$ cat config.mk
export PLATFORM = sky130hd
export DESIGN_NAME = ins_loader
export DESIGN_NICKNAME = d
export VERILOG_FILES = /design/src/rtl/ins_loader.sv
export SDC_FILE = /design/constraint.sdc
export NUM_CORES = 1
export LEC_CHECK = 0
export ABC_AREA = 1
export CORE_ASPECT_RATIO = 0.7
export CORE_MARGIN = 2
export CORE_UTILIZATION = 59
export CTS_CLUSTER_DIAMETER = 150
export DETAILED_ROUTE_END_ITERATION = 16
export PLACE_DENSITY = 0.84
export SETUP_SLACK_MARGIN = 0.05
export SKIP_CTS_REPAIR_TIMING = 1
export SYNTH_ARGS = -nofsm -noshare
export SYNTH_HDL_FRONTEND = slang
export SYNTH_SLANG_ARGS = --single-unit
$ cat constraint.sdc
create_clock -name CLK -period 2.7 [get_ports CLK]
set_input_delay 0.54 -clock CLK [delete_from_list [all_inputs] [get_ports CLK]]
set_output_delay 0.54 -clock CLK [all_outputs]
set_load 0.02 [all_outputs]
$ cat src/rtl/ins_loader.sv
// ins_loader: program loader in front of the MIPS core's instruction-write port.
// Takes a byte stream (valid/ready), reads a 16-bit big-endian word count N,
// then assembles N big-endian 32-bit words and writes each one to instruction
// memory at consecutive word addresses. The core is held in reset until the
// whole program has been written.
//
// Ports:
//   CLK, RST          clock, synchronous active-high reset
//   start             one-cycle pulse; begins a load from IDLE, DONE or ERR
//   byte_in/valid     stream byte and its valid flag
//   byte_ready        loader accepts byte_in this cycle
//   W_Ins/WE/W_Addr   registered instruction-memory write (WE one cycle per word)
//   CPU_RST           reset to the core; low only in DONE
//   busy/done/err     load in progress / last load ok / last load rejected
module ins_loader #(
    parameter int ADDR_W = 8
) (
    input  logic              CLK,
    input  logic              RST,
    input  logic              start,
    input  logic [7:0]        byte_in,
    input  logic              byte_valid,
    output logic              byte_ready,
    output logic [31:0]       W_Ins,
    output logic              WE,
    output logic [ADDR_W-1:0] W_Addr,
    output logic              CPU_RST,
    output logic              busy,
    output logic              done,
    output logic              err
);

    typedef enum logic [2:0] {IDLE, LEN_HI, LEN_LO, DATA, WRITE, DONE, ERR} state_t;

    // Largest accepted word count: the full instruction memory.
    localparam logic [16:0] CAP = 17'(1) << ADDR_W;

    state_t      state, state_nx;
    logic [15:0] len;
    logic [16:0] idx;       // one bit wider than N so index+1 can reach N=65536-range counts
    logic [16:0] idx_inc;
    logic [1:0]  bcnt;
    logic [23:0] word;      // first three bytes of the word in flight
    logic [15:0] n_now;     // word count as it completes in LEN_LO
    logic        accept;

    assign n_now   = {len[15:8], byte_in};
    assign idx_inc = idx + 17'd1;

    always_ff @(posedge CLK) begin
        if (RST) state <= IDLE;
        else     state <= state_nx;
    end

    always_comb begin
        state_nx   = state;
        byte_ready = (state == LEN_HI) || (state == LEN_LO) || (state == DATA);
        busy       = byte_ready || (state == WRITE);
        done       = (state == DONE);
        err        = (state == ERR);
        CPU_RST    = (state != DONE);
        accept     = byte_valid && byte_ready;
        case (state)
            IDLE, DONE, ERR: if (start) state_nx = LEN_HI;
            LEN_HI:          if (accept) state_nx = LEN_LO;
            LEN_LO: begin
                if (accept) begin
                    if (n_now == 16'd0)            state_nx = DONE;
                    else if ({1'b0, n_now} > CAP)  state_nx = ERR;
                    else                           state_nx = DATA;
                end
            end
            DATA:  if (accept && bcnt == 2'd3) state_nx = WRITE;
            WRITE: state_nx = (idx_inc == {1'b0, len}) ? DONE : DATA;
            default: state_nx = IDLE;
        endcase
    end

    // Datapath. The write is registered on the 4th accepted byte so that
    // WE/W_Ins/W_Addr are valid exactly while the FSM sits in WRITE.
    always_ff @(posedge CLK) begin
        if (RST) begin
            len    <= '0;
            idx    <= '0;
            bcnt   <= '0;
            word   <= '0;
            WE     <= 1'b0;
            W_Ins  <= '0;
            W_Addr <= '0;
        end else begin
            WE <= 1'b0;
            case (state)
                IDLE, DONE, ERR: begin
                    if (start) begin
                        idx  <= '0;
                        bcnt <= '0;
                    end
                end
                LEN_HI: if (accept) len[15:8] <= byte_in;
                LEN_LO: if (accept) len[7:0]  <= byte_in;
                DATA: begin
                    if (accept) begin
                        word <= {word[15:0], byte_in};
                        bcnt <= bcnt + 2'd1;
                        if (bcnt == 2'd3) begin
                            WE     <= 1'b1;
                            W_Ins  <= {word, byte_in};
                            W_Addr <= idx[ADDR_W-1:0];
                        end
                    end
                end
                WRITE: begin
                    idx  <= idx_inc;
                    bcnt <= '0;
                end
                default: ;
            endcase
        end
    end

endmodule
# Word level (Yosys, flattened, before mapping)
# Index checks and enable logic that the tools add are counted.
# totals
reg_bits	103
in_bits	12
out_inout_bits	46
# classes
addsub	2
n_lt_le_gt_ge	1
eq_ne	14
n_mux	14
bitwise_logic	2
reduce_logical	18
# ops
cell	count
case mux 17 bit (2 select lines)	1
2-to-1 mux 3 bit	7
adder 17 x 1 -> 17 bit, second input constant	1
== test 17 x 16 -> 1 bit	1
2-to-1 mux 17 bit	1
> comparator 16 x 9 -> 1 bit, second input constant	1
zero test 16 bit	1
case mux 3 bit (5 select lines)	1
== test 3 bit, second input constant	3
inequality test 2 bit, second input constant	4
AND reduction 2 bit	4
== test 3 x 2 -> 1 bit, second input constant	2
case mux 2 bit (3 select lines)	1
AND reduction 3 bit	2
OR reduction 3 bit	2
2-to-1 mux 2 bit	2
AND reduction 4 bit	1
== test 3 x 1 -> 1 bit, second input constant	1
zero test 3 bit	1
logical OR 1 bit	3
inequality test 3 bit, second input constant	1
nonzero test 3 bit	1
adder 2 x 1 -> 2 bit, second input constant	1
== test 2 bit, second input constant	1
other kinds (5)	7

# Logic depth before layout (Yosys ltp)
# depth
depth_word	7
mapped_depth	16
depth_no_buf	16

# Worst setup path after synthesis
# OpenSTA, ideal clock, no wires.
# synth_path
path_type	reg2reg
from	reg idx[0]
to	reg state[1]
arrival_ns	1.668
t_required_ns	2.566
slack_ns	0.899
path_stages_with_launch	15
n_path_buf	0
path_cell_list	dfxtp_1 > ha_1 > nand2_2 > nor2_4 > nand2_2 > nor2_2 > nand2_1 > nand3b_1 > nand3_1 > nor2_2 > nand3_1 > nand2_1 > nand2_1 > nand2_1 > a21oi_1
# synth_via
elab_chain_len	4
# synth_lines
element	line	source
start: declaration	40	logic [16:0] idx;
start signal: assignment	113	idx <= idx_inc;
adder 17 x 1 -> 17 bit	48	assign idx_inc = idx + 17'd1;
== test 17 x 16 -> 1 bit	74	WRITE: state_nx = (idx_inc == {1'b0, len}) ? DONE : DATA;
2-to-1 mux 3 bit	74	
case mux 3 bit (5 select lines)	63	case (state)
end signal: assignment	52	else state <= state_nx;
end: declaration	38	state_t state, state_nx;
# No other way between the ends.
# A chain may end at the register's enable or synchronous reset.

# Worst setup path after layout
# layout_path
from	reg state[1]
to	out busy
# layout_via
elab_chain_len	4
# layout_lines
element	line	source
== test 3 x 1 -> 1 bit / == test 3 x 2 -> 1 bit (equally long branches)	57	byte_ready = (state == LEN_HI) || (state == LEN_LO) || (state == DATA);
logical OR 1 bit (2 in series)	57	
logical OR 1 bit (*)	58	busy = byte_ready || (state == WRITE);
end: declaration	28	output logic busy,
# Every way passes the cells marked *; elsewhere a longest branch is shown, timed or not.

==> results.cfg <==
[drt]
via_per_inst = 5.60
drt-initial-drc-count = 381
drt_pre_antenna_iters = 5
via_count = 4416
wl_per_cell_um = 15.0
ant_nets = 0
totalWireLength_um = 11800
drc_errors = 0

[logic_synthesis]
netlist_instances = 635
synth-compound-area-share_pct = 19.4
async_reset_ff_share_pct = 0
yosysWarnings = 0
yosysUniqueCellTypes = 26
dominantRegCellSynth = dfxtp_1
muxShareOfSynthArea_pct = 0
synth_top_family_by_area = simple AND/OR/NAND/NOR gates
synth-simple-area-share_pct = 24.4
synth_edf_count = 0
netlist_area_um2 = 4500
synthXorXnorAreaFrac_pct = 0.389
synthAdderAreaFrac_pct = 0.556
ys_seq_area_share_pct = 45.8
ys_ff_latch = 103
syn_avg_cell_area_um2 = 7.08
syn-num-nets = 649

[floorplanning]
io_pins = 58
fp.dieH_um = 77.1
dieArea_um2 = 8350
row_count = 26
die_x_um = 108
start_util_pct = 61.2
core-area_um2 = 7350

[place]
numPortBuffers = 57
dpl.hpwl_um = 8520
gp_congestion = 0.942

[global_route]
overflow = 0
grtUsageTotal_pct = 30.1
grt_pass1_wl_um = 19700
antenna_found_initial = 0
grt_max_degree = 42
use_met1_pct = 42.7
grt_pass1_vias = 4135
top_usage_layer = met2
grt_use_met3_pct = 7.23
use_met2_pct = 45.6

[critical_path]
critical_path.cell_chain = nor2_1, nor2_1, inv_1, nand2_1, clkdlybuf4s50_1
cpPeakStageDelay_ns = 0.60
worst-setup-path-type = reg -> out
cp.arrival_ns = 1.79
critPathLaunchType = flop
worstPathRequired_ns = 2.16
path_delay_family = buffers and inverters
cp.buffers_inverters = 2
crit_path_max_fanout = 5
end_kind = output pin
crit_top_cell = nor2_1
slowest_stage = clkdlybuf4s50_1

[sta]
tns_ns = 0
fmax_ghz = 0.428
fin_crit_sh_pct = 86.4
finalSetupViolations = 0
timing_hold_violations_final = 0
slew_headroom_pct = 59.1
finClkSkew_ns = 0.00968
period_needed_ns = 2.33
slew_violations = 0
rsz0062_at_grt = no
tightest_slew_ns = 0.613

[hold_path]
min_path_type = reg -> reg

[power_and_ir_drop]
power_mw = 3.49
power.leakage_nw = 2.03
peakVddDrop_mv = 0.708
cellPowerDensity_nw_per_um2 = 651

[clock_tree]
cts_buffers = 9
clockBufferDepth = 2
cts-root-buf = clkbuf_8
cts.sinks = 103
tritoncts = built
clkTransAtPathRegs_ns = 0.10
insertion_delay_ns = 0.37
htreeDepth = 3

[layout]
final_nets = 700
n_antenna_cell = 0
drive_above_1_share_pct = 6.67
area_growth_pct = 19.3

[outcome]
status = finished, final reports clean

[job]
cap_violations = 0
==> tightest hold or removal path, stage by stage (launching register included) <==
cell	delay [ns]
dfxtp_1	0.32
inv_1	0.05
a21oi_1	0.05
==> cells in the mapped netlist, drive strengths merged, types with 4 or more instances <==
| cell type | n | area share (%) |
|---|---|---|
| buf | 10 | 1.1 |
| nand3 | 60 | 6.7 |
| inv | 82 | 6.8 |
| nand4 | 8 | 1.1 |
| clkbuf | 18 | 1.5 |
| nor2 | 47 | 4.9 |
| o21ai | 86 | 9.7 |
| nand3b | 4 | 0.67 |
| dfxtp | 103 | 46 |
| a21oi | 80 | 9.1 |
| nand2 | 126 | 11 |
==> path summary, 6_finish.rpt <==
check	from	endpoint	slack [ns]	cells past startpoint
max	state[1]$_SDFFE_PP0P_	busy	0.37	5
min	word[23]$_SDFFE_PP0P_	W_Ins[31]$_SDFFE_PP0P_	0.44	2
max reg2reg	idx[0]$_SDFFE_PP0P_	state[1]$_SDFFE_PP0P_	0.45	14
min reg2reg	word[23]$_SDFFE_PP0P_	W_Ins[31]$_SDFFE_PP0P_	0.44	2
==> layout make-up <==
| cell class | count | area [um^2] |
|---|---|---|
| inverter | 82 | 308 |
| tap | 98 | 123 |
| timing repair buffer | 68 | 666 |
| clock buffer | 9 | 124 |
| sequential | 103 | 2060 |
| clock inverter | 6 | 70.1 |
| fill | 612 | 1990 |
| multi-input combinational | 422 | 2010 |
==> placed cells by master (no fill, tap or decap), drive strengths merged, types with 3 or more instances in the layout <==
master         count
nand2            126
buf               11
dfxtp            103
clkdlybuf4s50     57
nand3b             4
o21ai             86
clkbuf             9
nand4              8
nor2              47
nand3             60
a21oi             80
clkinvlp           3
inv               83
==> layer usage <==
metal / share of wire (%) / vias to the layer above
met1: 47 / 2038
li1: - / 2180
met4: 0.97 / 0
met3: 8.4 / 14
met5: 0 / -
met2: 44 / 184
==> state kept, by name, summed over array words and instances (netlist names) <==
register  flops
word         24
idx          17
bcnt          2
WE            1
len          16
W_Ins        32
W_Addr        8
state         3
==> per-stage QoR <==
step / hold WS (ns) / utilization (%) / cells / setup slack [ns] / cell area (um^2)
after global routing: 0.448 / 73.0 / 788 / 0.208 / 5370
after floorplan: 0.420 / - / 635 / 0.899 / 4500
after CTS: 0.447 / 73.0 / 788 / 0.365 / 5370
after detailed placement: 0.438 / 70.3 / 773 / 0.358 / 5170
after global placement: 0.428 / 70.3 / 773 / 0.514 / 5170
final: 0.442 / 73.0 / 788 / 0.366 / 5370
==> kinds of logic after synthesis <==
kind of cell,after synthesis
simple gates,248
compound gates,170
buf+inv,110
fa+ha+maj,2
flops,103
xor+xnor,2
==> report_power, final <==
group          internal [mW]  total [mW]  switching [mW]
Clock                  0.428       0.973           0.545
Combinational          0.282       0.798           0.516
Sequential              1.62        1.72          0.0970
Total                   2.33        3.49            1.16
Note: power is estimated with default switching activity, not from simulation.
